--- config.mk ---
export PLATFORM = sky130hd
export DESIGN_NAME = razr_slice_rs
export DESIGN_NICKNAME = d
export VERILOG_FILES = /design/src/rtl/razr_pkg.sv /design/src/rtl/razr_round_sat.sv /design/src/rtl/razr_slice_rs.sv
export SDC_FILE = /design/constraint.sdc
export NUM_CORES = 1
export LEC_CHECK = 0
export BUFFER_PORTS_ARGS = -buffer_cell sky130_fd_sc_hd__buf_2
export CAP_MARGIN = 20
export CELL_PAD_IN_SITES_DETAIL_PLACEMENT = 1
export CELL_PAD_IN_SITES_GLOBAL_PLACEMENT = 1
export CORE_UTILIZATION = 43
export DETAILED_ROUTE_END_ITERATION = 8
export PLACE_DENSITY_LB_ADDON = 0.1
export SLEW_MARGIN = 5
export SYNTH_ARGS = -nofsm -noshare
export SYNTH_HDL_FRONTEND = slang
export SYNTH_HIERARCHICAL = 1
export SYNTH_SLANG_ARGS = --single-unit
--- constraint.sdc ---
create_clock -name CLK -period 5.03 [get_ports CLK]
set_clock_uncertainty 0.1 [all_clocks]
set_input_delay 1.509 -clock CLK [delete_from_list [all_inputs] [get_ports CLK]]
set_output_delay 1.509 -clock CLK [all_outputs]
set_load 0.02 [all_outputs]
--- src/rtl/razr_pkg.sv ---
// Shared definitions for the razr bit-field slicer: mode encodings, counter width
// and small mode-decode helpers.
package razr_pkg;

  typedef enum logic [1:0] {
    RAZR_TRUNC   = 2'b00,
    RAZR_ROUND   = 2'b01,
    RAZR_SAT     = 2'b10,
    RAZR_SAT_ALT = 2'b11
  } razr_mode_e;

  localparam int RAZR_CNT_W = 16;

  // Every mode except plain truncation adds the half-LSB before shifting.
  function automatic logic mode_rounds(razr_mode_e m);
    return m != RAZR_TRUNC;
  endfunction

  // Both 10 and 11 saturate; only the upper mode bit matters.
  function automatic logic mode_sats(razr_mode_e m);
    return m[1];
  endfunction

endpackage

--- src/rtl/razr_round_sat.sv ---
// Combinational range check of an IN_W+1 bit signed value against the signed
// OUT_W range, producing either the wrapped low bits or the clipped extreme.
module razr_round_sat
  import razr_pkg::*;
#(
  parameter int IN_W  = 16,
  parameter int OUT_W = 12
) (
  input  logic [IN_W:0]    din,
  input  razr_mode_e       mode,
  output logic [OUT_W-1:0] dout,
  output logic             ovf
);

  // The value fits iff every bit from the OUT_W sign position upward agrees.
  logic [IN_W-OUT_W+1:0] top_bits;
  logic                  in_range;

  assign top_bits = din[IN_W:OUT_W-1];
  assign in_range = (top_bits == '0) || (top_bits == '1);

  always_comb begin
    ovf  = !in_range;
    dout = din[OUT_W-1:0];
    if (!in_range && mode_sats(mode)) begin
      dout = din[IN_W] ? {1'b1, {(OUT_W-1){1'b0}}} : {1'b0, {(OUT_W-1){1'b1}}};
    end
  end

endmodule

--- src/rtl/razr_slice_rs.sv ---
// Runtime-configurable narrowing slicer: signed IN_W samples are rounded/shifted
// in stage 1 and range-checked into OUT_W bits in stage 2, with an overflow counter.
module razr_slice_rs
  import razr_pkg::*;
#(
  parameter int IN_W      = 16,
  parameter int OUT_W     = 12,
  parameter int SHIFT_W   = 4,
  parameter int SHIFT_RST = IN_W - OUT_W
) (
  input  logic                  CLK,
  input  logic                  RST,
  input  logic [IN_W-1:0]       IN_D,
  input  logic                  IN_VALID,
  output logic                  IN_READY,
  input  logic [SHIFT_W-1:0]    SHIFT,
  input  logic [1:0]            MODE,
  input  logic                  CFG_LD,
  output logic [OUT_W-1:0]      OUT_D,
  output logic                  OUT_OVF,
  output logic                  OUT_VALID,
  input  logic                  OUT_READY,
  output logic [RAZR_CNT_W-1:0] OVF_CNT,
  input  logic                  OVF_CLR
);

  localparam logic [SHIFT_W-1:0] SHIFT_MAX = SHIFT_W'(IN_W - 1);

  logic [SHIFT_W-1:0] cfg_shift;
  razr_mode_e         cfg_mode;

  logic [SHIFT_W:0]   shift_head;
  logic [SHIFT_W-1:0] shift_ld;

  logic               s1_valid;
  logic [IN_W:0]      s1_data;
  razr_mode_e         s1_mode;

  logic [IN_W:0]      ext;
  logic [IN_W:0]      rnd_add;
  logic [IN_W:0]      sum;
  logic [IN_W:0]      shifted;

  logic [OUT_W-1:0]   rs_d;
  logic               rs_ovf;

  logic               en1;
  logic               en2;

  // Handshake: a stage advances when it is empty or the stage after it advances;
  // a transfer happens on any edge where valid and ready are both high, and a
  // stage holding valid data keeps it (and its outputs) unchanged until then.
  // IN_READY is therefore combinational from OUT_READY.
  assign en2      = !OUT_VALID || OUT_READY;
  assign en1      = !s1_valid || en2;
  assign IN_READY = en1;

  // Clamp oversize shifts at load: a borrow out of MAX-SHIFT means SHIFT > MAX.
  assign shift_head = {1'b0, SHIFT_MAX} - {1'b0, SHIFT};
  assign shift_ld   = shift_head[SHIFT_W] ? SHIFT_MAX : SHIFT;

  always_comb begin
    ext     = {IN_D[IN_W-1], IN_D};
    rnd_add = '0;
    if (mode_rounds(cfg_mode) && (cfg_shift != '0)) begin
      rnd_add = (IN_W+1)'(1) << (cfg_shift - 1'b1);
    end
    sum     = ext + rnd_add;
    shifted = $signed(sum) >>> cfg_shift;
  end

  razr_round_sat #(
    .IN_W  (IN_W),
    .OUT_W (OUT_W)
  ) u_round_sat (
    .din  (s1_data),
    .mode (s1_mode),
    .dout (rs_d),
    .ovf  (rs_ovf)
  );

  always_ff @(posedge CLK) begin
    if (RST) begin
      cfg_shift <= SHIFT_W'(SHIFT_RST);
      cfg_mode  <= RAZR_TRUNC;
    end else if (CFG_LD) begin
      cfg_shift <= shift_ld;
      cfg_mode  <= razr_mode_e'(MODE);
    end
  end

  // Config is captured with each sample, so later loads never touch in-flight data.
  always_ff @(posedge CLK) begin
    if (RST) begin
      s1_valid <= 1'b0;
      s1_data  <= '0;
      s1_mode  <= RAZR_TRUNC;
    end else if (en1) begin
      s1_valid <= IN_VALID;
      if (IN_VALID) begin
        s1_data <= shifted;
        s1_mode <= cfg_mode;
      end
    end
  end

  always_ff @(posedge CLK) begin
    if (RST) begin
      OUT_VALID <= 1'b0;
      OUT_D     <= '0;
      OUT_OVF   <= 1'b0;
    end else if (en2) begin
      OUT_VALID <= s1_valid;
      if (s1_valid) begin
        OUT_D   <= rs_d;
        OUT_OVF <= rs_ovf;
      end
    end
  end

  always_ff @(posedge CLK) begin
    if (RST || OVF_CLR) begin
      OVF_CNT <= '0;
    end else if (en2 && s1_valid && rs_ovf && !(&OVF_CNT)) begin
      OVF_CNT <= OVF_CNT + 1'b1;
    end
  end

endmodule

==> metrics.txt <==
RSZ-0062 raised after global routing=no; Setup Viol. Count Final=0; Via Count=between 4000 and 5000; FP Rows=35; slew margin rel.=0.478; Final Max Tran Viols=0; startpoint types=input pin; Tightest Pin Transition=between 0.7 and 0.8 ns; sequential power share=0.466; Avg Inst Size Synth=7.62 um2; PortBufs=58; critical path class=input pin to register; I/O pins=59; Die ar.=10200 um2; Int Power=just under 700 uW; vias in the first global route=between 4000 and 5000; H-tree Lvls=2; Leak=around 2.0 nW; Fmax=approximately 230 MHz; GR Overflow Total=0; synth-to-layout area growth=11.8%; placed inst area=about 4600 um2; initial antenna violation count=0; worst path arrival time=4.46 ns; crit path max fanout=4; Chip Height=101 um; CP required=around 5 ns; Hold WC Path Type=register to register; Inserted Clock Buffers=5; Nets=about 640; # Post-CTS Setup Buffers=0; Post-CTS Hold Buffers=0; Syn. warnings=6; ANT nets after route=0; Max Cap Violations=0; largest net degree at the start of global routing=32; Root Buffer=clkbuf_8; Post-Syn Area=around 4200 um2; CTS clk-pin slew, worst paths=roughly 0.11 ns; Worst-Skew Late Latency=between 0.3 and 0.4 ns; WL per Instance=18.2 um; Global Route Usage Sum=0.268; Power Total=roughly 1 mW; cell count after synthesis=about 550; Via-to-Cell Ratio=between 6 and 7; final WL=13.3 mm; Max Buffers Root-to-Sink=2; Core Region=9370 um2; Combinational Power Share=0.271; P per Cell Area=between 200 and 250 nW/um2; first-pass GRT wire length=21.6 mm; VDD IR max=between 0.00015 and 0.0002 V; CTS sink cnt=55; Post-DP HPWL=10.3 mm; crit end category=register; syn nets=between 500 and 600; initial core utilization=0.450; crit share post-route=0.872; GPL Wtd Cong=a little over 0.9; Final Hold Fails=0; P_sw=~340 uW; # diodes=0; cell count after placement=approximately 720; filler-free cell count of the finished design=approximately 730; final instance area=about 4700 um2; post-cts gate resize count=0; Clk pwr share=0.263; min Tclk post-route=4.38 ns; share of cells above drive strength 1=0.182; drt first-iter violations=about 240; DR pass1 iterations=5; DRC violations left=0; sw frac=0.336; Layout Utilization=0.503; TritonCTS clock tree=done; Die Wd=~100 um; status=completed; Total Negative Setup Slacks=0 ns
==> state kept, by name, summed over array words and instances (netlist names) <==
name       cells
s1_data       17
OVF_CNT       16
OUT_D         12
cfg_shift      4
cfg_mode       2
OUT_OVF        1
OUT_VALID      1
s1_mode        1
s1_valid       1
==> through the flow <==
stage	hold WS, ns	worst slack [ns]
6_report	0.358	0.645
5_1_grt	0.383	0.431
4_1_cts	0.360	0.666
3_5_place_dp	0.344	0.340
3_3_place_gp	0.343	0.462
2_1_floorplan	0.326	0.801
==> worst paths after layout <==
kind	startpoint	endpoint	slack (ns)	cells past startpoint
worst min-delay path	OUT_D[2]$_SDFFE_PP0P_	OUT_D[2]$_SDFFE_PP0P_	0.36	2
worst min register to register	OUT_D[2]$_SDFFE_PP0P_	OUT_D[2]$_SDFFE_PP0P_	0.36	2
worst max-delay path	IN_D[0]	s1_data[3]$_SDFFE_PP0P_	0.65	11
worst max register to register	cfg_shift[2]$_SDFFE_PP1P_	s1_data[3]$_SDFFE_PP0P_	0.73	13
==> cell type report <==
cell class	count	area (um2)
Fill cell	1260	4660
Multi-Input combinational cell	456	2930
Sequential cell	55	1100
Timing Repair Buffer	71	385
Tap cell	129	161
Clock buffer	6	82.6
Inverter	9	33.8
Clock inverter	2	16.3
==> per-layer routing <==
layer / up-vias / GRT usage / wire (um)
met5: - / 0 / 0
met4: 0 / 0.0513 / 191
met3: 18 / 0.0430 / 715
met2: 117 / 0.444 / 6140
met1: 2151 / 0.370 / 6210
li1: 2104 / - / -
==> critical path, stage by stage <==
cell	delay (ns)
buf_2	0.10
ha_1	0.23
fa_1	0.43
a211oi_1	0.35
o21bai_1	0.25
a21oi_2	0.24
o21ai_1	0.16
xor2_1	0.18
mux4_2	0.52
a2111oi_2	0.41
nor4b_1	0.09
==> cell usage in the layout, fill, tap and decap left out, types with 4 or more instances in the layout <==
master and count:
a31oi_1 4, buf_4 12, clkbuf_8 6, nor2_1 76, ha_1 17, nand3_1 18
a21oi_2 5, nor3_1 15, mux4_2 7, xnor2_1 10, and3_1 8, and2_1 4
inv_1 8, mux2_2 9, nand4_1 9, xor2_1 13, a21o_1 13, dfxtp_1 55
buf_2 58, o211ai_1 10, mux2i_1 12, o21ai_0 22, o31ai_1 6, nand2_1 76
o21ai_1 7, o21a_1 5, a211oi_1 8, nor2b_1 4, a21oi_1 38
==> power by group through the flow <==
stage / Combinational [mW] / Sequential [mW] / Clock, mW
2_1_floorplan: 0.191 / 0.487 / 0
3_3_place_gp: 0.266 / 0.487 / 0
3_5_place_dp: 0.274 / 0.488 / 0
4_1_cts: 0.275 / 0.478 / 0.276
5_1_grt: 0.305 / 0.482 / 0.293
6_report: 0.278 / 0.479 / 0.269
No activity file was read; power rests on OpenSTA's default activity.
